<file path="config.mk">
export PLATFORM = sky130hd
export DESIGN_NAME = piece_queue
export DESIGN_NICKNAME = d
export VERILOG_FILES = /design/src/rtl/piece_queue.sv
export SDC_FILE = /design/constraint.sdc
export NUM_CORES = 1
export LEC_CHECK = 0
export ABC_CLOCK_PERIOD_IN_PS = 4300
export CAP_MARGIN = 15
export CELL_PAD_IN_SITES_DETAIL_PLACEMENT = 2
export CELL_PAD_IN_SITES_GLOBAL_PLACEMENT = 2
export CORE_MARGIN = 1.5
export CORE_UTILIZATION = 30
export CTS_CLUSTER_DIAMETER = 200
export DETAILED_ROUTE_END_ITERATION = 7
export PLACE_DENSITY = 0.91
export SLEW_MARGIN = 20
export SYNTH_ARGS = -nofsm -noshare
export SYNTH_HDL_FRONTEND = slang
export SYNTH_SLANG_ARGS = --single-unit
</file>
<file path="constraint.sdc">
create_clock -name clk -period 4.3 [get_ports clk]
set_clock_uncertainty 0.1 [all_clocks]
set_input_delay 0.43 -clock clk [delete_from_list [all_inputs] [get_ports clk]]
set_output_delay 0.43 -clock clk [all_outputs]
set_load 0.01 [all_outputs]
</file>
<file path="src/rtl/piece_queue.sv">
// -----------------------------------------------------------------------------
// piece_queue
//
// Sits between the tetromino generator and the game controller FSM. It keeps
// a small preview FIFO topped up from the generator, hands out new active
// pieces on request, and runs the hold slot, which may be used once per drop.
//
// Parameters
//   DEPTH          preview FIFO entries (legal range 1..5)
//
// Ports
//   clk            system clock, all state on posedge
//   reset          synchronous, active-high reset
//   gen_ready      generator presents a valid piece on gen_piece
//   gen_piece      generator's current piece id (0..6)
//   gen_next       one-cycle strobe asking the generator to advance
//   spawn_req      one-cycle pulse: game FSM wants a new active piece
//   hold_req       one-cycle pulse: swap the active piece with the hold slot
//   lock_done      one-cycle pulse: active piece locked, hold is re-armed
//   spawn_ack      one-cycle pulse: spawn_piece is the new active piece
//   spawn_piece    new active piece, stable until the next spawn_ack
//   preview        FIFO contents, entry 0 (head) in bits [2:0]
//   preview_valid  bit i set when FIFO entry i is occupied
//   hold_piece     hold slot contents
//   hold_valid     hold slot occupied
//   hold_locked    hold already used since the last lock_done
// -----------------------------------------------------------------------------
module piece_queue #(
  parameter int DEPTH = 3
) (
  input  logic               clk,
  input  logic               reset,
  input  logic               gen_ready,
  input  logic [2:0]         gen_piece,
  output logic               gen_next,
  input  logic               spawn_req,
  input  logic               hold_req,
  input  logic               lock_done,
  output logic               spawn_ack,
  output logic [2:0]         spawn_piece,
  output logic [3*DEPTH-1:0] preview,
  output logic [DEPTH-1:0]   preview_valid,
  output logic [2:0]         hold_piece,
  output logic               hold_valid,
  output logic               hold_locked
);

  // Wide enough to hold the value DEPTH itself (a full FIFO).
  localparam int CW = $clog2(DEPTH + 1);

  typedef enum logic [1:0] {
    F_IDLE,
    F_PULSE,
    F_WAIT
  } fetch_state_e;

  // ---------------------------------------------------------------------------
  // State
  // ---------------------------------------------------------------------------
  fetch_state_e       fstate_q, fstate_d;
  logic               gen_next_q, gen_next_d;

  // FIFO kept as one packed vector: entry i lives in bits [3*i +: 3], so a
  // pop is simply a right shift by one entry.
  logic [3*DEPTH-1:0] fifo_q, fifo_d;
  logic [CW-1:0]      count_q, count_d;

  logic               pending_q, pending_d;
  logic [2:0]         active_q, active_d;
  logic               active_valid_q, active_valid_d;

  logic               spawn_ack_q, spawn_ack_d;
  logic [2:0]         spawn_piece_q, spawn_piece_d;
  logic [2:0]         hold_piece_q, hold_piece_d;
  logic               hold_valid_q, hold_valid_d;
  logic               hold_locked_q, hold_locked_d;

  // ---------------------------------------------------------------------------
  // Decode of this cycle's events
  // ---------------------------------------------------------------------------
  logic               fetch_en;
  logic               hold_ok;
  logic               hold_park;
  logic               hold_swap;
  logic               want_spawn;
  logic               pop;
  logic [CW-1:0]      wr_idx;

  // Hold is only considered when nothing is waiting to spawn, so a spawn_req
  // in the same cycle wins and the hold request is simply dropped. The lock
  // test uses the pre-edge hold_locked, so a simultaneous lock_done does not
  // re-arm hold in time for this request.
  assign hold_ok   = hold_req && !spawn_req && !pending_q &&
                     !hold_locked_q && active_valid_q;
  assign hold_park = hold_ok && !hold_valid_q;
  assign hold_swap = hold_ok &&  hold_valid_q;

  // Parking the active piece into an empty hold slot needs a replacement from
  // the FIFO, which is exactly a normal spawn.
  assign want_spawn = pending_q || spawn_req || hold_park;
  assign pop        = want_spawn && (count_q != '0);

  // A fetch that coincides with a pop lands one slot lower, since the shift
  // has already moved everything toward the head.
  assign wr_idx = pop ? (count_q - CW'(1)) : count_q;

  // ---------------------------------------------------------------------------
  // Next-state logic
  // ---------------------------------------------------------------------------
  // NOTE: every variable assigned in this block gets a default first, so no
  // path can leave one unassigned and infer a latch.
  always_comb begin
    fstate_d       = fstate_q;
    gen_next_d     = 1'b0;
    fetch_en       = 1'b0;
    fifo_d         = fifo_q;
    count_d        = count_q;
    pending_d      = 1'b0;
    active_d       = active_q;
    active_valid_d = active_valid_q;
    spawn_ack_d    = 1'b0;
    spawn_piece_d  = spawn_piece_q;
    hold_piece_d   = hold_piece_q;
    hold_valid_d   = hold_valid_q;
    hold_locked_d  = hold_locked_q;

    // Fetch FSM: capture, then two idle cycles so the generator sees a clean
    // one-cycle newpiece strobe and has time to present its next piece.
    // The full check uses the pre-edge count, so a pop this cycle does not
    // open a slot until the next fetch window.
    unique case (fstate_q)
      F_IDLE: begin
        if (gen_ready && (count_q < CW'(DEPTH))) begin
          fetch_en   = 1'b1;
          gen_next_d = 1'b1;
          fstate_d   = F_PULSE;
        end
      end
      F_PULSE: fstate_d = F_WAIT;
      F_WAIT:  fstate_d = F_IDLE;
      default: fstate_d = F_IDLE;
    endcase

    // FIFO: shift first, then drop the fetched piece at the tail.
    if (pop) begin
      fifo_d = fifo_q >> 3;
    end
    for (int i = 0; i < DEPTH; i++) begin
      if (fetch_en && (wr_idx == CW'(i))) begin
        fifo_d[3*i +: 3] = gen_piece;
      end
    end

    unique case ({fetch_en, pop})
      2'b10:   count_d = count_q + CW'(1);
      2'b01:   count_d = count_q - CW'(1);
      default: count_d = count_q;
    endcase

    // Spawn: a request stays pending until the FIFO has something to give.
    // Further requests while pending fold into the same flag.
    if (pop) begin
      spawn_piece_d  = fifo_q[2:0];
      active_d       = fifo_q[2:0];
      active_valid_d = 1'b1;
      spawn_ack_d    = 1'b1;
    end else begin
      pending_d = want_spawn;
    end

    // Hold into an empty slot; the replacement comes through the pop above.
    if (hold_park) begin
      hold_piece_d = active_q;
      hold_valid_d = 1'b1;
    end

    // Hold with a full slot: straight exchange, the FIFO is untouched.
    if (hold_swap) begin
      spawn_piece_d = hold_piece_q;
      hold_piece_d  = active_q;
      active_d      = hold_piece_q;
      spawn_ack_d   = 1'b1;
    end

    // An accepted hold always ends locked, even if lock_done arrives now.
    if (hold_ok) begin
      hold_locked_d = 1'b1;
    end else if (lock_done) begin
      hold_locked_d = 1'b0;
    end
  end

  // ---------------------------------------------------------------------------
  // State registers
  // ---------------------------------------------------------------------------
  // NOTE: sequential state uses non-blocking assignments so every register
  // samples the pre-edge values, independent of statement order.
  always_ff @(posedge clk) begin
    if (reset) begin
      fstate_q       <= F_IDLE;
      gen_next_q     <= 1'b0;
      // NOTE: the FIFO storage is reset as well because preview exposes it
      // directly and must read as zero after reset.
      fifo_q         <= '0;
      count_q        <= '0;
      pending_q      <= 1'b0;
      active_q       <= 3'd0;
      active_valid_q <= 1'b0;
      spawn_ack_q    <= 1'b0;
      spawn_piece_q  <= 3'd0;
      hold_piece_q   <= 3'd0;
      hold_valid_q   <= 1'b0;
      hold_locked_q  <= 1'b0;
    end else begin
      fstate_q       <= fstate_d;
      gen_next_q     <= gen_next_d;
      fifo_q         <= fifo_d;
      count_q        <= count_d;
      pending_q      <= pending_d;
      active_q       <= active_d;
      active_valid_q <= active_valid_d;
      spawn_ack_q    <= spawn_ack_d;
      spawn_piece_q  <= spawn_piece_d;
      hold_piece_q   <= hold_piece_d;
      hold_valid_q   <= hold_valid_d;
      hold_locked_q  <= hold_locked_d;
    end
  end

  // ---------------------------------------------------------------------------
  // Outputs
  // ---------------------------------------------------------------------------
  always_comb begin
    preview_valid = '0;
    for (int i = 0; i < DEPTH; i++) begin
      preview_valid[i] = (CW'(i) < count_q);
    end
  end

  assign gen_next    = gen_next_q;
  assign preview     = fifo_q;
  assign spawn_ack   = spawn_ack_q;
  assign spawn_piece = spawn_piece_q;
  assign hold_piece  = hold_piece_q;
  assign hold_valid  = hold_valid_q;
  assign hold_locked = hold_locked_q;

endmodule

</file>
# Word-level counts from Yosys, hierarchy flattened
# Index checks and enable logic that the tools add are counted.
[classes]
muxes = 18
reduce_logical = 28
n_eq_ne = 6
addsub = 2
order_cmp = 4
[op_table]
columns = ["operator", "n"]
rows = [
  ["2-to-1 mux 3 bit", 7],
  ["nonzero test 2 bit", 8],
  ["logical AND 1 bit", 11],
  ["2-to-1 mux 9 bit", 1],
  ["one-hot mux 2 bit (2 select lines)", 2],
  ["equality test 2 x 1 -> 1 bit, second input constant", 3],
  ["2-to-1 mux 1 bit", 6],
  ["equality test 2 bit, second input constant", 2],
  ["logical NOT 1 bit", 4],
  ["logical NOT 2 bit", 2],
  ["< comparator 1 x 2 -> 1 bit, first input constant", 2],
  ["2-to-1 mux 2 bit", 2],
  ["adder 2 x 1 -> 2 bit, second input constant", 1],
  ["logical OR 1 bit", 2],
  ["< comparator 2 bit, first input constant", 1],
  ["< comparator 2 bit, second input constant", 1],
  ["!= test 2 bit, second input constant", 1],
  ["OR reduction 2 bit", 1],
  ["subtractor 2 x 1 -> 2 bit, second input constant", 1],
]
[word_totals]
input_bits = 9
register_bits = 25
elab_cells = 71

# Logic depth before layout (Yosys ltp)
[depth]
word_depth = 12
depth_mapped = 9
ltp_nobuf = 8

# Worst setup path before layout
# Ideal clock, no wire load.
[synth_path]
kind = "reg2reg"
startpoint = "reg count_q[0]"
endpoint = "reg count_q[0]"
synth_period_minus_slack_ps = 1978
setup_slack_ps = 2322
stages_incl_launch_ff = 9
setup_time_ps = 128
arrival_time_ps = 1750
cell_sequence = "dfxtp_1 -> inv_1 -> ha_1 -> clkbuf_1 -> a21o_2 -> inv_2 -> ha_1 -> xor2_1 -> nor2_1"
[synth_between]
elab_cells_between_ends = 12
cone_classes = "add/sub: 2; order compare: 1; eq/ne: 2; mux: 3; reduce/logical: 4"
[synth_rtl]
columns = ["element", "line", "rtl"]
rows = [
  ["from (decl)", "66", "logic [CW-1:0] count_q, count_d;"],
  ["from (signal assigned)", "218", "count_q <= count_d;"],
  ["nonzero test 2 bit (*)", "101", "assign pop = want_spawn && (count_q != '0);"],
  ["logical AND 1 bit (*)", "101", ""],
  ["via pop", "86", "logic pop;"],
  ["equality test 2 x 1 -> 1 bit or equality test 2 bit (tied branches)", "154", "unique case ({fetch_en, pop})"],
  ["one-hot mux 2 bit (2 select lines) or nonzero test 2 bit (tied branches)", "-", ""],
]
# Mark *: on every way through the listed nets, which the timed path passes. The rest lies on a longest branch.
# A chain may end at the register's enable or synchronous reset.

# Worst setup path after layout
[layout_path]
startpoint = "in hold_req"
endpoint = "reg count_q[1]"
[layout_between]
elab_chain_cells = 9
elab_cells_between_ends = 11
cone_classes = "eq/ne: 2; mux: 1; reduce/logical: 8"
[layout_rtl]
columns = ["element", "line", "rtl"]
rows = [
  ["from (decl)", "37", "input logic hold_req,"],
  ["logical AND 1 bit (*) (3 in series)", "93", "assign hold_ok = hold_req && !spawn_req && !pending_q &&"],
  ["logical AND 1 bit (*)", "94", "!hold_locked_q && active_valid_q;"],
  ["logical AND 1 bit (*)", "95", "assign hold_park = hold_ok && !hold_valid_q;"],
  ["logical OR 1 bit (*)", "100", "assign want_spawn = pending_q || spawn_req || hold_park;"],
  ["logical AND 1 bit (*)", "101", ""],
  ["via pop", "86", ""],
  ["equality test 2 x 1 -> 1 bit or equality test 2 bit (tied branches)", "154", ""],
  ["one-hot mux 2 bit (2 select lines) or nonzero test 2 bit (tied branches)", "-", ""],
]
# Marked as above.

==> flow_summary.ini <==
[route]
ant_nets = 0
drt-wirelength-per-cell_um = 16.0
drc = 0
drt_iter0_markers = 36
vias = 1061
dr.pass1.iters = 4
viasPerCell = 5.03
drt-total-wl_um = 3380

[power_and_ir_drop]
combPwrFrac_pct = 46.1
clock_power_share_pct = 16.6
netSwitchingPower_w = 0.000334
p_sw_share_pct = 39.1
powerDensity_nw_per_um2 = 536
intPower_w = 0.000522
leakage_nw = 0.592
power_frac_seq_pct = 37.3
p_total_w = 0.000856
max-vdd-ir-drop_mv = 0.156

[synthesis]
yosysWarnings = 0
synth_top_area_share_pct = 40.9
synth_edf_count = 0
synth.area.mux_share_pct = 6.84
ys_ff_latch = 25
synthTopCellsByArea = dfxtp_1, mux2i_1, a211oi_1
syn_area_sq_um = 1220
ys_top_cells_by_count = dfxtp_1, nand2_1, nor2_1
synthArstFlopShare_pct = 0
synth_top_family_by_area = simple AND/OR/NAND/NOR gates
yosys.area.top_type = dfxtp_1
netlist_instances = 134
synth_seq_area_share_pct = 40.9
avgSynthCellArea_sq_um = 9.14
synth_simple_gate_area_share_pct = 20.0
synth-xor-area-share_pct = 1.43
synth-adder-area-share_pct = 4.09
ys_types = 29
synth_nets = 147
synth_ff_type = dfxtp_1
synth_compound_area_share_pct = 19.7
yosysMostFrequentCell = dfxtp_1

[grt]
track_usage_pct = 16.6
antenna_found_initial = 0
grt_max_degree = 27
grt_pass1_wl_um = 5620
grt_pass1_vias = 1180
grt_remaining_overflow = 0

[setup_path]
path_cells = clkdlybuf4s50_1 -> nand4bb_1 -> a21o_2 -> inv_2 -> ha_1 -> xor2_1 -> nor2_1 -> a211oi_1
r2r-end = count_q[1]
arrival_ns = 2.65
r2r-start = count_q[0]
r2r_slack_ns = 1.93
r2r_cells = 8
crit_end = count_q[1]
path_class = primary input to flip-flop
cp.required_ns = 4.39
critPathLaunchType = primary input
crit_fanout = 15
critPathCaptureType = flip-flop
slowest_delay_ns = 0.49
startpoint = hold_req
cp_slowest_cell = clkdlybuf4s50_1

[timing]
fin_ws_ns = 1.74
setup_tns_ns = 0
hold_violations = 0
fmax_mhz = 390
hold_slack_ns = 0.388
final.min_clock_period_ns = 2.56
rsz0062_at_grt = false
slew_violations = 0
max_slew_margin_pct = 51.5
fin_crit_sh_pct = 59.6
setup_viol = 0
tightest_slew_ns = 0.720

[floorplanning]
rows = 23
initial_core_util_pct = 30.8
ios = 31
die_x_um = 66.9
dieArea_sq_um = 4480
core_sq_um = 3970
die_y_um = 66.9

[finish]
nets = 175
n_fill_cell = 448
utilization_pct = 40.2
drive_above_1_share_pct = 8.07
multi_input_area_sq_um = 638
diodes = 0
areaGrowthSynthToFinish_pct = 30.3
seqCellArea_sq_um = 500

[place]
dp_hpwl_um = 2510
post-place-ws_ns = 1.52
port_buffers = 30
gp_congestion = 0.696

[clocking]
cts-root-buf = clkbuf_8
cts_resized = 0
cts_max_level = 1
cts_setup_buffers = 0
cts.sinks = 25
cts-hold-fix-buffers = 0
clk_path_buf_depth = 2
cts_buffers = 3
tritoncts = yes
clk_latency_ns = 0.27
clk_pin_slew_ns = 0.09

[worst_hold_path]
hold_path.class = flip-flop to flip-flop
min_path_cells = 2

[job]
drv_cap = 0

[outcome]
status = complete, no violations
-- cells by family (layout without fill, tap and decap cells) --
group | after synthesis | after routing
buf+inv | 19 | 46
flops | 25 | 25
xor+xnor | 2 | 2
mux | 8 | 8
fa+ha+maj | 4 | 4
compound gates | 30 | 30
simple gates | 46 | 46
-- worst min-delay path by stage --
stage / from / endpoint / slack [ns]
detailed placement: hold_piece[0] / hold_piece[0] / 0.38
finish: hold_piece[0] / hold_piece[0] / 0.39
global route: hold_piece[2] / hold_piece[2] / 0.43
global placement: hold_piece[0] / hold_piece[0] / 0.36
CTS: hold_piece[0] / hold_piece[0] / 0.39
floorplan: active_valid_q / active_valid_q / 0.35
-- cell usage in the layout, fill, tap and decap left out, drive strengths merged, types with 7 or more instances in the layout --
cell type      synthesis  final
clkdlybuf4s50          0     30
dfxtp                 25     25
nand2                 13     13
nor2                  11     11
inv                   11     11
nand3                  9      9
a211oi                 8      8
mux2i                  8      8
a21oi                  7      7
-- final cells by class --
type	count	share of cell area, %
multi-input combinational	90	40.0
sequential	25	31.3
timing repair buffer	31	19.3
tap	50	3.92
clock inverter	1	0.313
inverter	11	2.59
clock buffer	3	2.59
-- metrics by stage --
step                cells  area (sq um)
floorplan             134          1220
finish                211          1600
detailed placement    207          1550
global route          211          1600
CTS                   211          1600
global placement      207          1550
-- metal layers --
metal / global-route usage (%) / vias up / routed length, um
li1: - / 527 / -
met1: 20.0 / 504 / 1520
met2: 30.3 / 28 / 1700
met3: 3.72 / 2 / 142
met4: 3.06 / 0 / 27
met5: 0 / - / 0
-- sequential cells by signal, indices dropped and copies added, names as in the netlist --
signal          flops
fstate_q            2
spawn_piece         3
pending_q           1
count_q             2
hold_locked         1
spawn_ack           1
gen_next            1
active_valid_q      1
hold_valid          1
preview             9
hold_piece          3
-- power by group through the flow --
stage | Sequential (W) | Clock [W] | Combinational (W)
2_1_floorplan | 0.000328 | 0 | 0.000250
3_3_place_gp | 0.000324 | 0 | 0.000373
3_5_place_dp | 0.000325 | 0 | 0.000388
4_1_cts | 0.000321 | 0.000147 | 0.000398
5_1_grt | 0.000327 | 0.000158 | 0.000431
6_report | 0.000319 | 0.000142 | 0.000395
-- worst max-delay path, delay by kind of cell --
family          cells  cell delay [ns]
fa+ha+maj           1             0.21
buf+inv             2             0.68
compound gates      2             0.66
xor+xnor            1             0.18
simple gates        2             0.49
(Power assumes the default switching activity.)
